==> src/rtl/ysyx_041461_pipe_skid_reg_pkg.sv <==
// ysyx_041461_pipe_skid_reg_pkg: occupancy encodings and shared payload constants for the elastic pipeline register
package ysyx_041461_pipe_skid_reg_pkg;
  typedef enum logic [1:0] {
    OCC_EMPTY = 2'd0,
    OCC_ONE   = 2'd1,
    OCC_FULL  = 2'd2
  } occ_e;
  localparam logic [63:0] PC_RST = 64'h0000_0000_3000_0000;
endpackage

==> src/rtl/ysyx_041461_pipe_skid_reg_if.sv <==
// ysyx_041461_pipe_skid_reg_if: stage handshake bundle (flush, in valid/ready/data, out valid/ready/data, occupancy); master drives upstream/downstream side, slave is the register
interface ysyx_041461_pipe_skid_reg_if #(
  parameter int DATA_W = 64
);
  logic              flush;
  logic              in_valid;
  logic              in_ready;
  logic [DATA_W-1:0] in_data;
  logic              out_valid;
  logic              out_ready;
  logic [DATA_W-1:0] out_data;
  logic [1:0]        occupancy;
  modport master (
    output flush, in_valid, in_data, out_ready,
    input  in_ready, out_valid, out_data, occupancy
  );
  modport slave (
    input  flush, in_valid, in_data, out_ready,
    output in_ready, out_valid, out_data, occupancy
  );
endinterface

==> src/rtl/ysyx_041461_pipe_slot.sv <==
// ysyx_041461_pipe_slot: valid bit plus payload register; clk/rst, load sets valid and captures d, clr drops valid, outputs valid and q (RST_DATA after reset)
module ysyx_041461_pipe_slot #(
  parameter int                DATA_W   = 64,
  parameter logic [DATA_W-1:0] RST_DATA = '0
) (
  input  logic              clk,
  input  logic              rst,
  input  logic              load,
  input  logic              clr,
  input  logic [DATA_W-1:0] d,
  output logic              valid,
  output logic [DATA_W-1:0] q
);
  always_ff @(posedge clk) begin
    if (rst) valid <= 1'b0;
    else if (load) valid <= 1'b1;
    else if (clr) valid <= 1'b0;
  end
  always_ff @(posedge clk) begin
    if (rst) q <= RST_DATA;
    else if (load) q <= d;
  end
endmodule

==> src/rtl/ysyx_041461_pipe_skid_reg.sv <==
// ysyx_041461_pipe_skid_reg: elastic pipeline register with flush and optional 2-entry skid; ports clk, rst and slave handshake bundle p
module ysyx_041461_pipe_skid_reg
  import ysyx_041461_pipe_skid_reg_pkg::*;
#(
  parameter int                DATA_W   = 64,
  parameter logic [DATA_W-1:0] RST_DATA = '0,
  parameter bit                SKID     = 1'b1
) (
  input logic                       clk,
  input logic                       rst,
  ysyx_041461_pipe_skid_reg_if.slave p
);
  logic              in_fire, out_fire, main_v, main_ld, main_clr;
  logic [DATA_W-1:0] main_d;
  assign in_fire   = p.in_valid & p.in_ready;
  assign out_fire  = main_v & p.out_ready;
  assign p.out_valid = main_v;
  ysyx_041461_pipe_slot #(.DATA_W(DATA_W), .RST_DATA(RST_DATA)) u_main (
    .clk(clk), .rst(rst), .load(main_ld), .clr(main_clr), .d(main_d), .valid(main_v), .q(p.out_data)
  );
  generate
    if (SKID) begin : g_skid
      occ_e              st, st_n;
      logic              skid_v, skid_ld, skid_clr;
      logic [DATA_W-1:0] skid_q;
      ysyx_041461_pipe_slot #(.DATA_W(DATA_W), .RST_DATA(RST_DATA)) u_skid (
        .clk(clk), .rst(rst), .load(skid_ld), .clr(skid_clr), .d(p.in_data), .valid(skid_v), .q(skid_q)
      );
      always_ff @(posedge clk) st <= rst ? OCC_EMPTY : st_n;
      // A held skid entry always refills main first, keeping FIFO order; in_ready is the registered !skid_v.
      always_comb begin
        st_n     = p.flush ? OCC_EMPTY : occ_e'(st + {1'b0, in_fire} - {1'b0, out_fire});
        main_ld  = !p.flush & (skid_v ? out_fire : in_fire & (!main_v | out_fire));
        main_d   = skid_v ? skid_q : p.in_data;
        main_clr = p.flush | out_fire;
        skid_ld  = !p.flush & in_fire & main_v & !out_fire;
        skid_clr = p.flush | out_fire;
      end
      assign p.in_ready  = !skid_v;
      assign p.occupancy = st;
    end else begin : g_single
      always_comb begin
        main_ld  = !p.flush & in_fire;
        main_clr = p.flush | out_fire;
        main_d   = p.in_data;
      end
      assign p.in_ready  = !main_v | p.out_ready;
      assign p.occupancy = {1'b0, main_v};
    end
  endgenerate
endmodule

==> src/flat_wrapper.sv <==
// flat-port wrapper written by rule: the top's interface ports become plain ports
module ysyx_041461_pipe_skid_reg_flat import ysyx_041461_pipe_skid_reg_pkg::*;
#(
  parameter int                DATA_W   = 64,
  parameter logic [DATA_W-1:0] RST_DATA = '0,
  parameter bit                SKID     = 1'b1
)
  (clk, rst, p_flush, p_in_valid, p_in_data, p_out_ready, p_in_ready, p_out_valid, p_out_data, p_occupancy);
  ysyx_041461_pipe_skid_reg_if #(.DATA_W(DATA_W)) p_i ();
  input logic clk;
  input logic rst;
  input wire logic [$bits(p_i.flush)-1:0] p_flush;
  input wire logic [$bits(p_i.in_valid)-1:0] p_in_valid;
  input wire logic [$bits(p_i.in_data)-1:0] p_in_data;
  input wire logic [$bits(p_i.out_ready)-1:0] p_out_ready;
  output wire logic [$bits(p_i.in_ready)-1:0] p_in_ready;
  output wire logic [$bits(p_i.out_valid)-1:0] p_out_valid;
  output wire logic [$bits(p_i.out_data)-1:0] p_out_data;
  output wire logic [$bits(p_i.occupancy)-1:0] p_occupancy;
  assign p_i.flush = p_flush;
  assign p_i.in_valid = p_in_valid;
  assign p_i.in_data = p_in_data;
  assign p_i.out_ready = p_out_ready;
  assign p_in_ready = p_i.in_ready;
  assign p_out_valid = p_i.out_valid;
  assign p_out_data = p_i.out_data;
  assign p_occupancy = p_i.occupancy;
  ysyx_041461_pipe_skid_reg #(.DATA_W(DATA_W), .RST_DATA(RST_DATA), .SKID(SKID)) u_core (.clk(clk), .rst(rst), .p(p_i));
endmodule
==> config.mk <==
export PLATFORM = sky130hd
export DESIGN_NAME = ysyx_041461_pipe_skid_reg_flat
export DESIGN_NICKNAME = d
export VERILOG_FILES = /design/src/rtl/ysyx_041461_pipe_skid_reg_pkg.sv /design/src/rtl/ysyx_041461_pipe_skid_reg_if.sv /design/src/rtl/ysyx_041461_pipe_slot.sv /design/src/rtl/ysyx_041461_pipe_skid_reg.sv /design/src/flat_wrapper.sv
export SDC_FILE = /design/constraint.sdc
export NUM_CORES = 1
export LEC_CHECK = 0
export ABC_CLOCK_PERIOD_IN_PS = 5000
export BUFFER_PORTS_ARGS = -buffer_cell sky130_fd_sc_hd__buf_2
export CAP_MARGIN = 20
export CORE_MARGIN = 2
export CORE_UTILIZATION = 57
export CTS_BUF_LIST = sky130_fd_sc_hd__clkbuf_16
export DETAILED_ROUTE_END_ITERATION = 8
export PLACE_DENSITY = 0.84
export SLEW_MARGIN = 30
export SYNTH_ARGS = -nofsm -noshare
export SYNTH_HDL_FRONTEND = slang
export SYNTH_HIERARCHICAL = 1
export SYNTH_SLANG_ARGS = --single-unit
==> constraint.sdc <==
create_clock -name clk -period 5 [get_ports clk]
set_input_delay 0.25 -clock clk [delete_from_list [all_inputs] [get_ports clk]]
set_output_delay 0.25 -clock clk [all_outputs]
set_load 0.02 [all_outputs]
Word level (Yosys, flattened, before mapping)

Index checks and enable logic that the tools add are counted.

Mux-type cells: 5
$add $sub $neg: 2
Reductions and logical operators: 7
Bitwise logic cells: 9

Operator list:

| cell                                        | count |
|---|---|
| 64-bit 2-to-1 mux                           | 1 |
| 1-bit bitwise AND                           | 7 |
| 1-bit zero test                             | 4 |
| 1-bit 2-to-1 mux                            | 4 |
| 2-bit nonzero test                          | 2 |
| 2-bit by 1-bit adder with 2-bit output      | 1 |
| 1-bit bitwise OR                            | 2 |
| 2-bit OR reduction                          | 1 |
| 2-bit by 1-bit subtractor with 2-bit output | 1 |

Bits in registers: 132
Word-level logic and storage cells: 28
Output and inout bits: 68
Input bits: 69

Depth between registers and ports, before layout

Gate-level depths: netlist (run 1).

Depth in word-level cells: 6
Depth in mapped cells: 8
Mapped depth without buffers: 6

By module

The synthesis (run 1) kept the hierarchy.

Modules (own cells, without submodules):

| module                    | times used | cells an instance | area each (sq um) | sequential area each (sq um) |
|---|---|---|---|---|
| ysyx_041461_pipe_slot     | 2          | 210               | 2344.7            | 1301.2 |
| ysyx_041461_pipe_skid_reg | 1          | 88                | 937.1             | 40.0 |

Worst setup path after synthesis (run 1)

OpenSTA, ideal clock, no wires.

Kind: register to register
From: register u_core.g_skid.u_skid.valid
To: register u_core.u_main.q[21]
Setup time: 128 ps
Arrival: 1610 ps
Data required time: 4872 ps
Buffers on the path: 4
Cell stages (with the launch flop): 9
Period minus slack after synthesis: 1737 ps
Setup slack: 3263 ps
Cell sequence: dfxtp_1 > buf_4 > buf_8 > nand2_1 > a221oi_2 > buf_6 > buf_12 > mux2i_1 > nor2_1

Cells in the longest elaborated chain, start to end: 5
Elaborated cells between the ends (all ways): 6
Those cells by class: mux (2); bitwise (3); reduce/logical (1)

RTL lines:

| element                  | line                            | text |
|---|---|---|
| start, declared          | ysyx_041461_pipe_slot.sv:11     | `output logic valid,` |
| start signal, assigned   | ysyx_041461_pipe_slot.sv:15     | `if (rst) valid <= 1'b0;` |
| start signal, assigned   | ysyx_041461_pipe_slot.sv:16     | `else if (load) valid <= 1'b1;` |
| start signal, assigned   | ysyx_041461_pipe_slot.sv:17     | `else if (clr) valid <= 1'b0;` |
| 1-bit zero test          | ysyx_041461_pipe_skid_reg.sv:39 | `assign p.in_ready = !skid_v;` |
| 1-bit bitwise AND        | ysyx_041461_pipe_skid_reg.sv:15 | `assign in_fire = p.in_valid & p.in_ready;` |
| 1-bit bitwise AND        | ysyx_041461_pipe_skid_reg.sv:33 | `main_ld = !p.flush & (skid_v ? out_fire : in_fire & (!main_v \| out_fire));` |
| 1-bit 2-to-1 mux *       | ysyx_041461_pipe_skid_reg.sv:33 |  |
| 1-bit bitwise AND *      | ysyx_041461_pipe_skid_reg.sv:33 |  |
| named net u_core.main_ld | ysyx_041461_pipe_skid_reg.sv:13 | `logic in_fire, out_fire, main_v, main_ld, main_clr;` |
| end signal, assigned     | ysyx_041461_pipe_slot.sv:20     | `if (rst) q <= RST_DATA;` |
| end signal, assigned     | ysyx_041461_pipe_slot.sv:21     | `else if (load) q <= d;` |
| end, declared            | ysyx_041461_pipe_slot.sv:12     | `output logic [DATA_W-1:0] q` |

Mark *: on every way through the listed nets, which the timed path passes. The rest lies on a longest branch.
A chain may end at the register's enable or synchronous reset.

Worst setup path after layout (run 1)

From: register u_core.g_skid.u_skid.valid
To: register u_core.u_main.q[22]

The elaborated chain is that of the path after synthesis.

==> impl_metrics.ini, run 1 <==
[grt]
grt_max_degree = 71
globalRouteOverflowTotal = 0
first_global_vias = 3998
grt_use_total_pct = 21.4
antenna_found_initial = 0
grt_pass1_wl_um = 17700

[min_path]
whs_path_depth = 3
hold_start = p_in_data[8]
min_path_type = in2reg

[cells_and_area]
antenna_cells = 0
stdcell_count = 779
fill_cells = 740
drive_gt1_share_pct = 36.8
fin_nets = 703
design_area_sq_um = 6770
post-route-util_pct = 69.9
syn_to_final_growth_pct = 20.3

[sta]
timing.final.crit_share_pct = 56.0
slew_headroom_pct = 39.2
skew_ps = 8.20
whs_ps = 95.5
slew_violations = 0
fmax_mhz = 357
fin_crit_ps = 2800
rsz0062_at_grt = no
worst_pin_slew_ps = 912
report.final.hold_viol_count = 0
finalSetupViolCount = 0
fin_tns_setup_ps = 0

[floorplanning]
die_h_um = 103
coreArea_sq_um = 9680
rows = 36
die_area_sq_um = 10700
die_w_um = 103
ioPinCount = 137
initial_core_util_pct = 58.1

[routing]
drt_iter0_markers = 96
routedWlPerCell_um = 14.9
antenna_left = 0
drt-vias-per-instance = 5.13
vias = 3999
totalWireLength_um = 11600
drc_errors = 0
dr.pass1.iters = 4

[setup_path]
reg2reg_depth = 6
slowest_delay_ps = 700
crit_top_cell = buf_4
path_class = reg2reg
path_depth = 6
critPathLaunch = u_core/g_skid.u_skid/valid
setup.worst_path.end_class = register
worstPathCellList = buf_4, nand2_1, a221oi_4, buf_4, mux2i_1, nor2_1
cp_top_family = buffers and inverters
critPathMaxFanout = 67
worst-path-buf-inv = 2
critPathLaunchType = register
crit_slowest_cell = buf_4
crit_arrival_ps = 3060
r2r-start = u_core/g_skid.u_skid/valid
crit_required_ps = 5260

[synth]
yosysWarnings = 6
synth_cells = 508
synth_cell_types = 24
synth_top_cell_area_share_pct = 47.0
yosysTopAreaCell = dfxtp_1
syn_area_sq_um = 5630
syn_avg_cell_area_sq_um = 11.1
ys_seq_area_share_pct = 47.0
synth-seq-cells = 132
synth_nets = 578
synth_area_leaders = dfxtp_1 (47%), mux2i_1 (23%), mux2_2 (13%), nor2_1 (8.5%), buf_12 (3.6%)

[cts]
cts_buffer_depth = 2
clockRootBuffer = clkbuf_16
numClockSinks = 132
cts_max_level = 4
clk_latency_ps = 410
holdBufCountCts = 0
cts_tree = built
clk_pin_slew_worst_paths_ps = 60
cts_buffers = 17
post_cts_buffers = 0
cts_resized = 0

[placement]
dpl_cell_area_sq_um = 6170
place_hpwl_um = 7380
io_buffer_count = 136
place_congestion = 0.737
dp.cells = 747

[run_status]
status = finished, final reports clean

[flow_run]
drv_cap = 0

[pwr]
peakVddDrop_mv = 0.229
leakage_nw = 2.81
p_per_area_nw_per_um2 = 378
[cells in the final DEF, fill, tap and decap left out, drive strengths merged, types with 2 or more instances in the layout]
cell / synthesis / routed
a21oi: 2 / 2
nand2b: 4 / 4
mux2: 64 / 64
clkinvlp: 0 / 4
clkinv: 0 / 7
xor2: 2 / 2
buf: 31 / 141
nand2: 2 / 2
inv: 4 / 5
nor2: 128 / 128
mux2i: 128 / 128
bufinv: 0 / 3
dfxtp: 132 / 132
clkbuf: 4 / 17
[report_power, final]
| part | switching, mW | total, mW | leakage [nW] | internal [mW] |
|---|---|---|---|---|
| registers | 0.0184 | 1.10 | 1.07 | 1.08 |
| clock network | 0.444 | 1.22 | 0.279 | 0.776 |
| logic | 0.128 | 0.230 | 1.46 | 0.102 |
| total | 0.591 | 2.55 | 2.81 | 1.96 |
[kinds of logic (layout without fill, tap and decap cells)]
| logic type | after synthesis | after routing | share of synthesized area (%) |
|---|---|---|---|
| buf+inv | 39 | 177 | 6.69 |
| fa+ha+maj | 1 | 1 | 0.222 |
| flops | 132 | 132 | 47.0 |
| simple gates | 138 | 138 | 9.67 |
| compound gates | 4 | 4 | 0.556 |
| mux | 192 | 192 | 35.6 |
| xor+xnor | 2 | 2 | 0.311 |
[cells in the mapped netlist, drive strengths merged]
master / instances
dfxtp: 132
mux2i: 128
nor2: 128
mux2: 64
buf: 31
clkbuf: 4
inv: 4
nand2b: 4
a21oi: 2
nand2: 2
xor2: 2
a221oi: 1
a31oi: 1
and3b: 1
ha: 1
nor3b: 1
nor4: 1
nor4b: 1
[cell type report]
type / instances / area [sq um] / area share, %
inverters: 4 / 15.0 / 0.222
repair buffers: 141 / 724 / 10.7
clock buffers: 17 / 425 / 6.29
multi-input cells: 337 / 2630 / 38.8
well taps: 133 / 166 / 2.46
clock inverters: 15 / 166 / 2.46
flip-flops and latches: 132 / 2640 / 39.1
[layer usage]
layer	up-vias	global-route usage [%]	wire length [um]
met5	-	0	0
met2	90	38.0	5840
met3	12	7.26	585
met4	0	6.88	107
li1	1986	-	-
met1	1911	24.3	5050
[tightest hold or removal path: cells and delay by family]
family	cells	cell delay (ps)
simple gates	1	70
buf+inv	1	90
mux	1	60
[final timing paths]
path	to	slack, ps
hold reg to reg	u_core/u_main/q[62]	490
hold / removal	u_core/g_skid.u_skid/q[8]	100
setup / recovery	u_core/u_main/q[22]	2200
setup reg to reg	u_core/u_main/q[22]	2200
[per-stage QoR]
| step | power, mW | setup WS (ps) |
|---|---|---|
| CTS | 2.58 | 2240 |
| global placement | 1.35 | 2340 |
| floorplan | 1.28 | 3260 |
| detailed placement | 1.36 | 2280 |
| finish | 2.55 | 2200 |
| global route | 2.65 | 2030 |
[state kept, by name, summed over array words and instances, names as in the netlist]
| name | count |
|---|---|
| u_core/u_main/q | 64 |
| u_core/p.occupancy | 2 |
| u_core/g_skid.u_skid/valid | 1 |
| u_core/u_main/valid | 1 |
| u_core/g_skid.u_skid/q | 64 |
(Power assumes the default switching activity.)
==> inputs of run 2 (changes only) <==
--- a/config.mk
+++ b/config.mk
@@ -5,14 +5,14 @@
 export SDC_FILE = /design/constraint.sdc
 export NUM_CORES = 1
 export LEC_CHECK = 0
-export ABC_CLOCK_PERIOD_IN_PS = 5000
+export ABC_CLOCK_PERIOD_IN_PS = 2450
 export BUFFER_PORTS_ARGS = -buffer_cell sky130_fd_sc_hd__buf_2
 export CAP_MARGIN = 20
 export CORE_MARGIN = 2
-export CORE_UTILIZATION = 57
+export CORE_UTILIZATION = 48
 export CTS_BUF_LIST = sky130_fd_sc_hd__clkbuf_16
 export DETAILED_ROUTE_END_ITERATION = 8
-export PLACE_DENSITY = 0.84
+export PLACE_DENSITY = 0.76
 export SLEW_MARGIN = 30
 export SYNTH_ARGS = -nofsm -noshare
 export SYNTH_HDL_FRONTEND = slang
==> constraint.sdc (replaced) <==
create_clock -name clk -period 2.45 [get_ports clk]
set_input_delay 0.1225 -clock clk [delete_from_list [all_inputs] [get_ports clk]]
set_output_delay 0.1225 -clock clk [all_outputs]
set_load 0.02 [all_outputs]
==> impl_metrics.ini, run 2 (synthesis results as in run 1) <==
[run_status]
status = finished, final reports clean

[sta]
slew_headroom_pct = 50.8
fin_tns_setup_ps = 0
rsz0062_at_grt = no
skew_ps = 7.82
report.final.hold_viol_count = 0
timing.final.crit_share_pct = 78.4
slew_violations = 0
finalSetupViolCount = 0
worst_pin_slew_ps = 739
fin_crit_ps = 1920
fmax_mhz = 521
setup_ws_ps = 530
whs_ps = 13.4

[cts]
cts_max_level = 4
holdBufCountCts = 60
cts_resized = 0
cts_tree = built
clk_pin_slew_worst_paths_ps = 50
numClockSinks = 132
cts_buffer_depth = 2
post_cts_buffers = 0
clockRootBuffer = clkbuf_16
clk_latency_ps = 410
cts_buffers = 17

[routing]
drt-vias-per-instance = 4.96
vias = 4227
dr.pass1.iters = 4
wl_met2_um = 6070
highest_layer = met4
drc_errors = 0
wl_met1_um = 5550
antenna_left = 0
routedWlPerCell_um = 14.8
totalWireLength_um = 12600
drt_iter0_markers = 126
wl_met3_um = 640

[grt]
antenna_found_initial = 0
grt_pass1_wl_um = 20800
grt_max_degree = 72
globalRouteOverflowTotal = 0
grt_use_total_pct = 20.6
first_global_vias = 4445

[cells_and_area]
syn_to_final_growth_pct = 30.5
fin_nets = 766
seq_area_sq_um = 2640
drive_gt1_share_pct = 33.0
post-route-util_pct = 64.3
fill_cells = 928
antenna_cells = 0
final_common_cell = buf_2
multi_input_comb_area_sq_um = 2630
final_cell_mix = buf_2 (135), dfxtp_1 (131), mux2i_1 (128), nor2_1 (128), mux2_2 (64)

[placement]
io_buffer_count = 136
dpl_worst_slack_ps = 542
place_congestion = 0.768
place_hpwl_um = 7870

[setup_path]
critPathLaunchType = register
crit_arrival_ps = 2180
r2r-end = u_core/g_skid.u_skid/q[52]
path_class = reg2reg
reg2reg_depth = 5
critPathMaxFanout = 36
r2r-start = u_core/g_skid.u_skid/valid
ff2ff_setup_slack_ps = 530
crit_required_ps = 2710
setup.worst_path.end_class = register

[min_path]
min_path_type = in2reg
hold_start = p_in_data[28]
min_to = u_core/g_skid.u_skid/q[28]
whs_path_depth = 3

[floorplanning]
die_h_um = 112
die_area_sq_um = 12600
initial_core_util_pct = 49.3
rows = 39
die_w_um = 112
ioPinCount = 137
coreArea_sq_um = 11400

[pwr]
power_frac_comb_pct = 11.4
leakage_nw = 3.08
p_total_mw = 4.90
clkPwrFrac_pct = 42.7
seqPwrFrac_pct = 46.0
p_switching_mw = 1.17
sw_frac_of_total_pct = 23.9
peakVddDrop_mv = 0.448
p_int_mw = 3.73
p_per_area_nw_per_um2 = 667

[flow_run]
drv_cap = 0
## run 2: cell types whose count changed in the layout (fill, tap and decap cells not counted)
| cell | before | now |
|---|---|---|
| buf_12 | 0 | 4 |
| dlygate4sd3_1 | 0 | 60 |
| clkinvlp_4 | 4 | 0 |
| clkinv_4 | 3 | 0 |
| buf_6 | 1 | 0 |
| bufinv_16 | 3 | 0 |
| inv_1 | 3 | 8 |
| clkinv_1 | 3 | 5 |
| clkinv_2 | 1 | 4 |
## run 2: layout make-up
| class | instances | area share [%] |
|---|---|---|
| sequential | 132 | 36.0 |
| tap | 143 | 2.44 |
| inverter | 4 | 0.204 |
| timing repair buffer | 204 | 19.0 |
| clock inverter | 15 | 0.835 |
| clock buffer | 17 | 5.79 |
| multi-input combinational | 337 | 35.7 |
## run 2: how the worst max path moves through the flow
stage	from	cells after the start	end	slack, ps
finish	u_core/g_skid.u_skid/valid	5	u_core/g_skid.u_skid/q[52]	530
global route	u_core/g_skid.u_skid/valid	5	u_core/g_skid.u_skid/q[51]	430
CTS	u_core/g_skid.u_skid/valid	5	u_core/g_skid.u_skid/q[52]	500
detailed placement	u_core/g_skid.u_skid/valid	5	u_core/g_skid.u_skid/q[63]	540
global placement	u_core/g_skid.u_skid/valid	5	u_core/g_skid.u_skid/q[49]	640
floorplan	u_core/g_skid.u_skid/valid	8	u_core/u_main/q[51]	710
## run 2: worst max-delay path: stages (launching register included)
cell and delay (ps):
dfxtp_2 330, nand2b_1 250, nor4b_2 530, buf_12 320, mux2i_1 260, nor2_1 70
## run 2: metal layers
metal  up-vias  track usage (%)
met5         -                0
met4         0             10.3
met3        33             5.40
met2       116             35.4
met1      1972             23.8
li1       2106                -
## run 2: per-stage QoR
step	instances	cell area, sq um
after floorplan	508	5630
after global placement	760	6260
after detailed placement	760	6260
after CTS	852	7340
after global routing	852	7340
final	852	7340
## run 2: power groups by stage
stage / Combinational [mW] / Sequential (mW) / Clock [mW]
global placement: 0.468 / 2.29 / 0
CTS: 0.556 / 2.25 / 2.13
finish: 0.557 / 2.25 / 2.09
detailed placement: 0.481 / 2.29 / 0
floorplan: 0.260 / 2.36 / 0
global route: 0.601 / 2.26 / 2.23
